## src/rtl/collision_detector.sv

```systemverilog
// collision_detector: reader side of the per-pixel draw-request interface.
// Accumulates ball/flipper, ball/obstacle and ball/border overlaps over one
// frame, then at the next startOfFrame emits one-cycle collision pulses and a
// hit-side code for the ball physics block. Each collision kind has a
// cooldown that suppresses repeat reports for COOLDOWN_FRAMES frames.
//
// Optional build macro COLLISION_START_GATE_EN: adds a `start` input. While
// start=0 detection is frozen (state WAIT_SOF, pulses 0, cooldowns 0).
//
// Draw interface: the object layers present pixelX/pixelY and the draw flags
// each clock; they are meaningful only when pixelValid=1. There is no
// back-pressure, so this block accepts every valid pixel in the cycle it is
// presented.
module collision_detector #(
  parameter int COORD_W         = 11,
  parameter int COOLDOWN_FRAMES = 3,
  parameter int CD_W            = 4
) (
  input  logic               clk,
  input  logic               resetN,
`ifdef COLLISION_START_GATE_EN
  input  logic               start,
`endif
  input  logic               startOfFrame,
  input  logic               pixelValid,
  input  logic [COORD_W-1:0] pixelX,
  input  logic [COORD_W-1:0] pixelY,
  input  logic               draw_smiley,
  input  logic               draw_flipper,
  input  logic               drawObstacle,
  input  logic               drawBorder,
  output logic               collisionFlipper,
  output logic               collisionObstacle,
  output logic               collisionBorder,
  output logic [1:0]         hitSide,
  output logic [1:0]         state_dbg_o
);

  localparam int W1 = COORD_W + 1;

  typedef enum logic [1:0] {
    WAIT_SOF = 2'd0,
    ACCUM    = 2'd1,
    REPORT   = 2'd2
  } state_t;

  state_t state_q, state_d;

  // Kind index order in the packed vectors below: [2]=flipper [1]=obstacle [0]=border
  logic [COORD_W-1:0] min_x_q, max_x_q, min_y_q, max_y_q;
  logic [COORD_W-1:0] min_x_d, max_x_d, min_y_d, max_y_d;
  logic [2:0]         hit_q, hit_d;
  logic               cxv_q, cxv_d;
  logic [COORD_W-1:0] cx_q, cy_q, cx_d, cy_d;
  logic [2:0][CD_W-1:0] cd_q, cd_d;
  logic [2:0]         pulse_q, pulse_d;
  logic [1:0]         side_q, side_d;

  logic run;
  logic sof_live;
  logic close_frame;
  logic px_en;
  logic [2:0] fire;
  logic [2:0] obj_flags;

`ifdef COLLISION_START_GATE_EN
  assign run = start;
`else
  assign run = 1'b1;
`endif

  assign sof_live    = startOfFrame & run;
  // Only a SOF seen after the first one closes a real frame worth reporting.
  assign close_frame = sof_live & (state_q != WAIT_SOF);
  // The pixel sharing a cycle with SOF belongs to the new frame, so it is
  // accepted even on the SOF that leaves WAIT_SOF.
  assign px_en       = run & pixelValid & (sof_live | (state_q != WAIT_SOF));
  assign obj_flags   = {draw_flipper, drawObstacle, drawBorder};

  // State register
  always_ff @(posedge clk or negedge resetN) begin
    if (!resetN) state_q <= WAIT_SOF;
    else         state_q <= state_d;
  end

  // Next-state logic
  always_comb begin
    state_d = state_q;
    if (!run) begin
      state_d = WAIT_SOF;
    end else begin
      case (state_q)
        WAIT_SOF: if (sof_live) state_d = ACCUM;
        ACCUM:    if (sof_live) state_d = REPORT;
        REPORT:   state_d = sof_live ? REPORT : ACCUM;
        default:  state_d = WAIT_SOF;
      endcase
    end
  end

  // Outputs: pulses are visible only during the REPORT cycle
  always_comb begin
    collisionFlipper  = run & (state_q == REPORT) & pulse_q[2];
    collisionObstacle = run & (state_q == REPORT) & pulse_q[1];
    collisionBorder   = run & (state_q == REPORT) & pulse_q[0];
    hitSide           = side_q;
    state_dbg_o       = state_q;
  end

  // Frame accumulators: clear on SOF (or while gated), then fold in this pixel
  always_comb begin
    min_x_d = min_x_q;
    max_x_d = max_x_q;
    min_y_d = min_y_q;
    max_y_d = max_y_q;
    hit_d   = hit_q;
    cxv_d   = cxv_q;
    cx_d    = cx_q;
    cy_d    = cy_q;
    if (!run || sof_live) begin
      min_x_d = '1;
      max_x_d = '0;
      min_y_d = '1;
      max_y_d = '0;
      hit_d   = '0;
      cxv_d   = 1'b0;
    end
    if (px_en && draw_smiley) begin
      if (pixelX < min_x_d) min_x_d = pixelX;
      if (pixelX > max_x_d) max_x_d = pixelX;
      if (pixelY < min_y_d) min_y_d = pixelY;
      if (pixelY > max_y_d) max_y_d = pixelY;
      hit_d = hit_d | obj_flags;
      // All kinds overlapping on one pixel share that pixel as the point,
      // so flipper>obstacle>border priority gives the same (cx,cy).
      if (!cxv_d && (|obj_flags)) begin
        cxv_d = 1'b1;
        cx_d  = pixelX;
        cy_d  = pixelY;
      end
    end
  end

  // Hit-side geometry from the closing frame's box centre and collision point
  logic [W1-1:0] sum_x, sum_y, cx_c, cy_c, dx, dy, adx, ady;
  logic [1:0]    side_calc;
  always_comb begin
    sum_x = {1'b0, min_x_q} + {1'b0, max_x_q};
    sum_y = {1'b0, min_y_q} + {1'b0, max_y_q};
    cx_c  = sum_x >> 1;
    cy_c  = sum_y >> 1;
    dx    = {1'b0, cx_q} - cx_c;
    dy    = {1'b0, cy_q} - cy_c;
    adx   = dx[W1-1] ? (~dx + W1'(1)) : dx;
    ady   = dy[W1-1] ? (~dy + W1'(1)) : dy;
    if (ady >= adx) side_calc = dy[W1-1] ? 2'b00 : 2'b01;
    else            side_calc = dx[W1-1] ? 2'b10 : 2'b11;
  end

  // Report decision, cooldown bookkeeping and hit-side latch
  always_comb begin
    for (int k = 0; k < 3; k++) begin
      fire[k]  = close_frame & hit_q[k] & (cd_q[k] == '0);
      cd_d[k]  = cd_q[k];
      if (!run) begin
        cd_d[k] = '0;
      end else if (sof_live) begin
        if (fire[k])              cd_d[k] = CD_W'(COOLDOWN_FRAMES);
        else if (cd_q[k] != '0)   cd_d[k] = cd_q[k] - CD_W'(1);
      end
    end
    pulse_d = fire;
    side_d  = (|fire) ? side_calc : side_q;
  end

  // Datapath registers
  always_ff @(posedge clk or negedge resetN) begin
    if (!resetN) begin
      min_x_q <= '1;
      max_x_q <= '0;
      min_y_q <= '1;
      max_y_q <= '0;
      hit_q   <= '0;
      cxv_q   <= 1'b0;
      cx_q    <= '0;
      cy_q    <= '0;
      cd_q    <= '0;
      pulse_q <= '0;
      side_q  <= 2'b00;
    end else begin
      min_x_q <= min_x_d;
      max_x_q <= max_x_d;
      min_y_q <= min_y_d;
      max_y_q <= max_y_d;
      hit_q   <= hit_d;
      cxv_q   <= cxv_d;
      cx_q    <= cx_d;
      cy_q    <= cy_d;
      cd_q    <= cd_d;
      pulse_q <= pulse_d;
      side_q  <= side_d;
    end
  end

endmodule

```

## config.mk

```make
export PLATFORM = sky130hd
export DESIGN_NAME = collision_detector
export DESIGN_NICKNAME = d
export VERILOG_FILES = /design/src/rtl/collision_detector.sv
export SDC_FILE = /design/constraint.sdc
export NUM_CORES = 1
export LEC_CHECK = 0
export BUFFER_PORTS_ARGS = -buffer_cell sky130_fd_sc_hd__buf_4
export CAP_MARGIN = 20
export CORE_ASPECT_RATIO = 2
export CORE_UTILIZATION = 60
export DETAILED_ROUTE_END_ITERATION = 10
export GPL_TIMING_DRIVEN = 0
export PLACE_DENSITY_LB_ADDON = 0.2
export SETUP_SLACK_MARGIN = 0.05
export SYNTH_ARGS = -nofsm -noshare
export SYNTH_HDL_FRONTEND = slang
export SYNTH_SLANG_ARGS = --single-unit
```

## constraint.sdc

```tcl
create_clock -name clk -period 15.1 [get_ports clk]
set_clock_uncertainty 0.15 [all_clocks]
set_input_delay 0 -clock clk [delete_from_list [all_inputs] [get_ports clk]]
set_output_delay 0 -clock clk [all_outputs]
set_load 0.01 [all_outputs]
```

## Word level (Yosys, flattened, before mapping)

Index checks and enable logic that the tools add are counted.

- Add/sub/neg operators: 9
- $lt $le $gt $ge: 5
- Equal/unequal tests: 4
- Multiplexer cells: 32
- Bitwise logic cells: 15
- Reductions and logical operators: 21

Operators with widths:

| cell | number |
|---|---|
| $mux W11 | 12 |
| $add A11 B11 Y12 | 2 |
| $add A12 B1 Y12 const B | 2 |
| $mux W12 | 2 |
| $mux W4 | 6 |
| $not A12 Y12 | 2 |
| $sub A11 B11 Y12 | 2 |
| $gt A11 B11 Y1 | 2 |
| $lt A11 B11 Y1 | 2 |
| $ge A12 B12 Y1 | 1 |
| $logic_not A4 Y1 | 3 |
| $reduce_bool A4 Y1 | 3 |
| $sub A4 B1 Y4 const B | 3 |
| $and A1 B1 Y1 | 11 |
| $reduce_and A2 Y1 | 5 |
| $mux W2 | 4 |
| $reduce_bool A2 Y1 | 4 |
| $mux W3 | 2 |
| $pmux W2 S3 | 1 |
| $reduce_or A3 Y1 | 2 |
| $mux W1 | 5 |
| $ne A2 B2 Y1 const B | 2 |
| $or A3 B3 Y3 | 1 |
| $eq A2 B1 Y1 const B | 1 |
| 5 further kinds | 6 |

- Register bits: 89
- Input bits: 30
- Output and inout port bits: 7
- Word-level logic and storage cells: 100

## Logic depth before layout (Yosys ltp)

Gate-level depths: netlist of run 1.

- Depth after elaboration: 7
- Gate-level depth with buffers: 24
- Gate-level depth less buffers: 23

## Worst setup path after synthesis of run 1

OpenSTA, ideal clock, no wires.

- Path kind: reg-to-reg
- From: register min_x_q[1]
- To: register side_q[0], in the netlist hitSide[0]
- Setup time: 0.133 ns
- Data arrival time: 4.750 ns
- Data required time: 14.817 ns
- Setup slack: 10.067 ns
- Stages on the path, launching flop included: 19
- Path buffers: 0
- Period minus slack after synthesis: 5.033 ns
- Path through: dfstp_2 -> ha_1 -> a31o_2 -> a21oi_1 -> o21bai_1 -> a21oi_1 -> xor2_1 -> ha_1 -> o2111ai_1 -> nand3_1 -> a21o_1 -> or4_4 -> or4_1 -> or4_1 -> ha_1 -> nand4_1 -> o21ai_0 -> mux2i_1 -> o21ai_1

- Longest elaborated chain between the ends: 7
- Elaborated cells on any way between the ends: 8
- Those cells by class: add/sub: 3; order compare: 1; mux: 3; bitwise: 1

Ends and longest elaborated chain:

| what | RTL line | source |
|---|---|---|
| start, declared | 50 | `logic [COORD_W-1:0] min_x_q, max_x_q, min_y_q, max_y_q;` |
| start signal, assigned | 191 | `min_x_q <= min_x_d;` |
| $add A11 B11 Y12 * | 148 | `sum_x = {1'b0, min_x_q} + {1'b0, max_x_q};` |
| $sub A11 B11 Y12 * | 152 | `dx = {1'b0, cx_q} - cx_c;` |
| $not A12 Y12 | 154 | `adx = dx[W1-1] ? (~dx + W1'(1)) : dx;` |
| $add A12 B1 Y12 | 154 |  |
| $mux W12 | 154 |  |
| $ge A12 B12 Y1 | 156 | `if (ady >= adx) side_calc = dy[W1-1] ? 2'b00 : 2'b01;` |
| $mux W2 * | 156 |  |
| end signal, assigned | 201 | `side_q <= side_d;` |
| end, declared | 57 | `logic [1:0] side_q, side_d;` |

Every way passes the cells marked *; elsewhere a longest branch is shown, timed or not.
A chain may end at the register's enable or synchronous reset.

## Final worst setup path of run 1

Same ends and word-level chain as after synthesis.

==> flow_summary.ini, run 1 <==
[power_and_ir_drop]
p_leak_nw = 3.99
power.total_mw = 2.08
p_per_area_mw_per_mm2 = 253
vdd_drop_max_mv = 0.190

[critical_path]
start_kind = flop
cp_data_required_time_ps = 15160
path_max_fanout = 5
critPathKind = reg -> reg
critPathArrivalTime_ps = 5960
crit_path_end_kind = flop

[placement]
dpl.cell_count = 945
gp_congestion = 0.895
placed_cell_area_mm2 = 0.00763
hpwl_um = 14300
io_buffers = 36

[clock_network]
post_cts_resized = 0
cts_buffer_depth = 2
cts_buffers = 9
numClockSinks = 89
cts_max_level = 3
cts_setup_buffers = 0
clkTransAtPathRegs_ps = 70
cts_tree = yes
insertion_delay_ps = 340
clockRootBuffer = clkbuf_16
ctsHoldBuffers = 27

[flow_run]
drv_cap = 0

[sta]
setup_violations = 0
slew_headroom = 0.220
fmax_mhz = 169
fin_setup_tns_ps = 0
hold_viol = 0
rsz0062_at_grt = no
period_needed_ps = 5900
finalMaxSlewViolations = 0
period_share = 0.391
whs_ps = 8.04
worst_pin_slew_ps = 1170

[routing]
post_drt_wl_per_cell_um = 18.3
vias = 6054
drt_wl_total_um = 18100
drc = 0
antenna_left = 0
via_per_inst = 6.12
dr.pass1.iters = 4
drt_iter0_markers = 264

[synthesis]
yosysMostFrequentCell = ha_1
synth-seq-cells = 89
synth_nets = 901
synth_top_area_frac = 0.234
async_flop_share = 1.00
yosys_warnings = 0
syn-cell-area_mm2 = 0.00718
netlist_top_cells_count = 103 x ha_1, 67 x dfrtp_1, 55 x nand2_1, 55 x nor2_1, 52 x inv_1
ys_types = 59
yosys.area.top_type = dfrtp_1
synth_ff_type = dfrtp_1
synthCells = 764
synth-edff-count = 0
synthTopCellsByArea = dfrtp_1 23%, ha_1 18%, dfstp_2 8.1%
syn_avg_cell_area_um2 = 9.40
yosysSeqAreaShare = 0.314

[global_routing]
grt.overflow.total = 0
grt_max_degree = 90
track_usage = 0.316
grt_pass1_vias = 6556
antenna_found_initial = 0
grt_pass1_wl_um = 29900

[finish]
fin_cells = 989
syn_to_final_growth_pct = 14.5
layout.nets = 976
antenna-diode-count = 0
fillerInstances = 913
final_layout_size_suffix_gt1_frac = 0.127
fin_area_mm2 = 0.00822

[floorplan]
die_area_mm2 = 0.0124
die_w_um = 79.3
initial_core_util = 0.613
core_mm2 = 0.0117
die_y_um = 157
ios = 37
num_rows = 56

[status]
status = complete, no violations

[min_path]
worstHoldPathType = in -> async
-- critical path: stages (launching register included) --
cell      delay (ps)
dfstp_2          560
ha_1             230
a31o_2           240
a21oi_1          460
o21bai_1         120
a21oi_1          190
xor2_1           260
ha_1             350
a21oi_2          220
nand3_1          120
a21o_1           230
or4_4            580
or4_1            500
or4_1            490
ha_1             320
nand4_1          100
o21ai_0          350
mux2i_1          230
o21ai_1           70
-- cell type report --
class / instances / area [µm²] / share of cell area
Inverter: 52 / 195 / 0.0238
Buffer: 15 / 56.3 / 0.00685
Timing Repair Buffer: 64 / 568 / 0.0691
Clock inverter: 4 / 53.8 / 0.00655
Sequential cell: 89 / 2250 / 0.274
Clock buffer: 12 / 236 / 0.0288
Tap cell: 145 / 181 / 0.0221
Multi-Input combinational cell: 608 / 4670 / 0.569
-- metrics by stage --
stage	util	setup WS [ps]
after global routing	0.702	8980
after floorplan	-	10070
after CTS	0.700	9280
after detailed placement	0.652	9280
final	0.702	9200
after global placement	0.652	9420
-- layer usage --
layer	vias to the layer above	part of all wire	routed length, µm	global-route usage
li1	2914	-	-	-
met1	2931	0.33	5990	0.279
met2	138	0.56	10200	0.619
met3	71	0.025	460	0.0385
met4	0	0.079	1440	0.238
met5	-	0	0	0
-- sequential cells by signal, summed over array words and instances, names as in the netlist --
name	count
cd_q	12
cx_q	11
cy_q	11
max_x_q	11
max_y_q	11
min_x_q	11
min_y_q	11
hit_q	3
pulse_q	3
hitSide	2
state_dbg_o	2
cxv_q	1
-- power by group --
part | internal (mW) | switching (mW) | total, mW
combinational | 0.660 | 0.844 | 1.50
sequential | 0.310 | 0.0450 | 0.355
clock | 0.129 | 0.0938 | 0.223
-- cells by family after synthesis --
group	share of synthesized area
simple gates	0.140
buf+inv	0.0350
fa+ha+maj	0.191
flops	0.314
xor+xnor	0.0584
mux	0.0997
compound gates	0.162
-- path summary, 6_finish.rpt --
kind	from	end	slack, ps	cells after the start
worst min register to register	hitSide[0]	hitSide[0]	340	2
worst min-delay path	resetN	max_y_q[4]	8	2
worst max register to register	min_x_q[1]	hitSide[0]	9200	18
min in group clk	pixelValid	hit_q[1]	190	4
max in group asynchronous	resetN	min_x_q[5]	14110	3
worst max-delay path	min_x_q[1]	hitSide[0]	9200	18
-- cells in the final DEF, fill, tap and decap left out, types with 4 or more instances in the layout --
| master | n |
|---|---|
| clkbuf_1 | 15 |
| clkbuf_16 | 9 |
| nand3_1 | 13 |
| o21ai_1 | 9 |
| mux2_2 | 20 |
| nand2_1 | 55 |
| ha_1 | 103 |
| nor3_1 | 9 |
| o21ai_0 | 37 |
| fa_1 | 4 |
| dfstp_2 | 22 |
| o211ai_1 | 6 |
| dfrtp_1 | 67 |
| buf_4 | 36 |
| mux2i_1 | 49 |
| nor2_1 | 55 |
| nor2b_1 | 10 |
| xor2_1 | 25 |
| nor4_1 | 4 |
| o311a_1 | 5 |
| o41ai_1 | 4 |
| and2_1 | 7 |
| xnor2_1 | 21 |
| dlygate4sd3_1 | 27 |
| nand2b_1 | 11 |
| a21o_1 | 26 |
| o21bai_1 | 5 |
| a21oi_1 | 50 |
| nand4_1 | 14 |
| inv_1 | 52 |
| o21a_1 | 11 |
| a211oi_1 | 5 |
(Power assumes the default switching activity.)
==> inputs of run 2 (changes only) <==
==> constraint.sdc (replaced) <==
create_clock -name clk -period 5.58 [get_ports clk]
set_clock_uncertainty 0.15 [all_clocks]
set_input_delay 0 -clock clk [delete_from_list [all_inputs] [get_ports clk]]
set_output_delay 0 -clock clk [all_outputs]
set_load 0.01 [all_outputs]
==> flow_summary.ini, run 2 (synthesis gave the netlist of run 1 again) <==
[global_routing]
grt_pass1_wl_um = 30000
grt_max_degree = 90
track_usage = 0.317
grt_pass1_vias = 6579
grt.overflow.total = 0
antenna_found_initial = 0

[finish]
layout.nets = 984
fin_cells = 997
final_common_cell = ha_1
regMostFlops = cd_q
largest_reg_flops = 12
syn_to_final_growth_pct = 17.1
utilization = 0.718
mostFrequentLayoutCells = 100 x ha_1, 67 x dfrtp_1, 55 x nor2_1, 55 x nand2_1, 52 x inv_1
antenna-diode-count = 0
final_layout_size_suffix_gt1_frac = 0.160
fin_area_mm2 = 0.00840

[floorplan]
die_y_um = 157
die_area_mm2 = 0.0124
ios = 37
initial_core_util = 0.613
core_mm2 = 0.0117
die_w_um = 79.3
num_rows = 56

[routing]
drt_iter0_markers = 244
post_drt_wl_per_cell_um = 18.4
vias = 6077
antenna_left = 0
drt_wl_total_um = 18400
drc = 0
via_per_inst = 6.10
dr.pass1.iters = 4

[sta]
period_needed_ps = 5340
hold_viol = 0
slew_headroom = 0.255
fmax_mhz = 187
fin_setup_tns_ps = 0
rsz0062_at_grt = no
period_share = 0.957
setup_violations = 0
finalMaxSlewViolations = 0
worst_pin_slew_ps = 1120

[clock_network]
numClockSinks = 89
cts_buffers = 9
cts_buffer_depth = 2
clkTransAtPathRegs_ps = 70
cts_tree = yes
insertion_delay_ps = 340
clockRootBuffer = clkbuf_16
cts_max_level = 3

[critical_path]
path_max_fanout = 5
rrSetupSlack_ps = 240
start_kind = flop
critPathArrivalTime_ps = 5410
crit_path_end_kind = flop
cp_data_required_time_ps = 5650
slowest_delay_ps = 590
crit_top_cell = or4_4
cp_slowest_cell = or4_4
critPathKind = reg -> reg
cp_cell_sequence = ha_1, a31o_2, a21oi_4, o21bai_1, a21oi_1, xor2_1, ha_2, buf_4, o211ai_1, o21a_2, xnor2_2, or4_4, or4_4, or4_4, ha_4, nand4_1, o21ai_2, mux2i_1, o21ai_1

[placement]
io_buffers = 36
hpwl_um = 14300
placed_cell_area_mm2 = 0.00763
dpl.cell_count = 945
gp_congestion = 0.895

[flow_run]
drv_cap = 0

[power_and_ir_drop]
pwr-share-seq = 0.162
p_comb_frac = 0.735
power.total_mw = 5.91
p_leak_nw = 4.06
pwr-share-clk = 0.102
power_switching_mw = 2.79
p_per_area_mw_per_mm2 = 704
power.share.switching = 0.472
power.internal_mw = 3.12
vdd_drop_max_mv = 0.551

[min_path]
worstHoldPathType = in -> async

[status]
status = complete, no violations
## run 2: final cells by class
| class | instances | area (µm²) |
|---|---|---|
| Clock inverter | 4 | 53.8 |
| Timing Repair Buffer | 73 | 636 |
| Fill cell | 884 | 3300 |
| Sequential cell | 89 | 2250 |
| Clock buffer | 12 | 236 |
| Tap cell | 145 | 181 |
| Multi-Input combinational cell | 608 | 4790 |
| Inverter | 52 | 195 |
| Buffer | 14 | 52.6 |
## run 2: power by group through the flow
stage / combinational, mW / sequential (mW) / clock [mW]
2_1_floorplan: 3.10 / 0.936 / 0
3_3_place_gp: 3.75 / 0.958 / 0
3_5_place_dp: 3.98 / 0.969 / 0
4_1_cts: 4.06 / 0.959 / 0.612
5_1_grt: 4.85 / 0.980 / 0.650
6_report: 4.35 / 0.960 / 0.604
## run 2: worst paths after layout
path | from | endpoint | depth (start not counted)
setup / recovery | min_x_q[1] | hitSide[0] | 19
hold / removal | resetN | max_y_q[4] | 2
setup reg to reg | min_x_q[1] | hitSide[0] | 19
hold reg to reg | hitSide[0] | hitSide[0] | 2
max in group asynchronous | resetN | min_x_q[5] | 3
min in group clk | pixelValid | hit_q[1] | 4
## run 2: repair_timing
action                     CTS  global route
hold endpoints to repair   137             0
gates resized for setup      5            21
setup buffers                0             9
gates cloned                 0             0
pin swaps                    0            16
hold buffers                27             0
setup endpoints to repair    2             2
## run 2: stage by stage
step                      hold slack [ps]  worst slack (ps)
after detailed placement             85.5              -238
after floorplan                      -446               547
after global placement               83.8             -99.0
after global routing                 44.3              16.0
after CTS                             167              72.5
final                                9.78               240
## run 2: layer usage
| metal | track usage | up-vias | routed length, µm |
|---|---|---|---|
| li1 | - | 2924 | - |
| met1 | 0.278 | 2924 | 6040 |
| met2 | 0.622 | 152 | 10500 |
| met3 | 0.0385 | 77 | 487 |
| met4 | 0.241 | 0 | 1380 |
| met5 | 0 | - | 0 |
## run 2: worst max-delay path: cells and delay by family (launching register included)
| kind | cells | cell delay [ps] |
|---|---|---|
| AO/OA/AOI/OAI | 8 | 1320 |
| XOR/XNOR | 2 | 420 |
| adder cells (fa/ha/maj) | 3 | 780 |
| buffers and inverters | 1 | 120 |
| flip-flops | 1 | 560 |
| multiplexers | 1 | 200 |
| AND/OR/NAND/NOR | 4 | 1660 |
==> inputs of run 3 (changes only) <==
--- a/config.mk
+++ b/config.mk
@@ -11,7 +11,7 @@
 export CORE_UTILIZATION = 60
 export DETAILED_ROUTE_END_ITERATION = 10
 export GPL_TIMING_DRIVEN = 0
-export PLACE_DENSITY_LB_ADDON = 0.2
+export PLACE_DENSITY = 0.78
 export SETUP_SLACK_MARGIN = 0.05
 export SYNTH_ARGS = -nofsm -noshare
 export SYNTH_HDL_FRONTEND = slang
==> flow_summary.ini, run 3 (synthesis gave the netlist of run 1 again) <==
[placement]
dpl.cell_count = 945
io_buffers = 36
place_ws_ps = -213
gp_congestion = 0.911
hpwl_um = 14500
placed_cell_area_mm2 = 0.00763

[global_routing]
grt_pass1_vias = 6753
use_met2 = 0.622
grt.overflow.total = 0
grt_max_degree = 90
grt_pass1_wl_um = 30500
antenna_found_initial = 0
grt.busiest_layer = met2
grt_use_met1 = 0.281
use_met3 = 0.0437
track_usage = 0.324

[power_and_ir_drop]
p_per_area_mw_per_mm2 = 711
power.share.switching = 0.474
pwr-share-clk = 0.108
p_leak_nw = 4.07
power.internal_mw = 3.14
pwr-share-seq = 0.161
vdd_drop_max_mv = 0.449
p_comb_frac = 0.731
power_switching_mw = 2.83

[clock_network]
numClockSinks = 89
insertion_delay_ps = 360
clkTransAtPathRegs_ps = 70
cts_max_level = 3
cts_tree = yes
clockRootBuffer = clkbuf_16
cts_buffers = 9
cts_buffer_depth = 2

[routing]
drt_wl_total_um = 19200
drt_iter0_markers = 267
post_drt_wl_per_cell_um = 19.2
dr.pass1.iters = 5
vias = 6235
drc = 0
antenna_left = 0
via_per_inst = 6.26

[sta]
hold_viol = 0
finalMaxSlewViolations = 0
worst_pin_slew_ps = 1080
slew_headroom = 0.281
period_share = 0.976
whs_ps = 49.8
fmax_mhz = 184
setup_violations = 0
setup_ws_ps = 136
period_needed_ps = 5440

[critical_path]
cp_data_required_time_ps = 5650
crit_path_end_kind = flop
start_kind = flop
critPathArrivalTime_ps = 5510
rrSetupSlack_ps = 140
rr_worst_depth = 18
critPathKind = reg -> reg
path_max_fanout = 5

[min_path]
worstHoldPathType = in -> async

[finish]
final_layout_size_suffix_gt1_frac = 0.160
fillerInstances = 880
final_common_cell = ha_1
syn_to_final_growth_pct = 17.2
largest_reg_flops = 12
regMostFlops = cd_q
layout.nets = 983
mostFrequentLayoutCells = 100 x ha_1, 67 x dfrtp_1, 55 x nor2_1, 55 x nand2_1, 52 x inv_1
antenna-diode-count = 0
fin_area_mm2 = 0.00841
fin_cells = 996

[flow_run]
drv_cap = 0

[floorplan]
die_w_um = 79.3
die_area_mm2 = 0.0124
die_y_um = 157
initial_core_util = 0.613
ios = 37
core_mm2 = 0.0117
num_rows = 56

[status]
status = complete, no violations
==> run 3: layout make-up <==
type / instances / area [µm²] / share of cell area
timing repair buffer: 72 / 621 / 0.0738
buffer: 14 / 52.6 / 0.00625
multi-input combinational: 608 / 4800 / 0.570
clock buffer: 10 / 239 / 0.0284
clock inverter: 6 / 70.1 / 0.00833
tap: 145 / 181 / 0.0216
sequential: 89 / 2250 / 0.268
inverter: 52 / 195 / 0.0232
==> run 3: worst max-delay path: stages (launching register included) <==
cell	delay, ps
dfstp_2	530
ha_1	220
a31o_2	270
a21oi_4	240
o21bai_1	120
a21oi_1	190
xor2_1	320
ha_4	240
o211ai_1	90
o21a_2	240
xnor2_2	150
or4_4	570
or4_1	550
or4_4	520
ha_4	280
nand4_1	120
o21ai_2	200
mux2i_1	220
o21ai_1	80
==> run 3: stage by stage <==
stage               utilization  TNS, ps  power [mW]
CTS                       0.703        0        5.64
global placement          0.652     -102        4.71
finish                    0.719        0        5.98
floorplan                     -        0        4.03
global route              0.719    -20.1        6.50
detailed placement        0.652     -242        4.92
==> run 3: per-layer routing <==
layer  routed length, µm  vias up
met2               10700      183
met4                1650        0
met5                   0        -
met3                 477      103
li1                    -     2932
met1                6320     3017
==> run 3: power groups by stage <==
stage	Clock, mW	Combinational (mW)	Sequential, mW
2_1_floorplan	0	3.10	0.936
3_5_place_dp	0	3.95	0.970
4_1_cts	0.654	4.03	0.960
3_3_place_gp	0	3.75	0.959
5_1_grt	0.680	4.84	0.981
6_report	0.648	4.37	0.961
==> run 3: worst paths after layout <==
path	startpoint	to
worst max-delay path	min_x_q[1]	hitSide[0]
worst min-delay path	resetN	max_y_q[2]
worst max register to register	min_x_q[1]	hitSide[0]
worst min register to register	hitSide[1]	hitSide[1]
max in group asynchronous	resetN	min_x_q[6]
min in group clk	pixelValid	hit_q[1]
==> run 3: repair_timing <==
item / CTS / global route
setup endpoints to repair: 2 / 2
resized for setup: 4 / 21
pin swaps: 0 / 12
hold buffers: 27 / 0
setup buffers: 0 / 8
hold endpoints to repair: 137 / 0
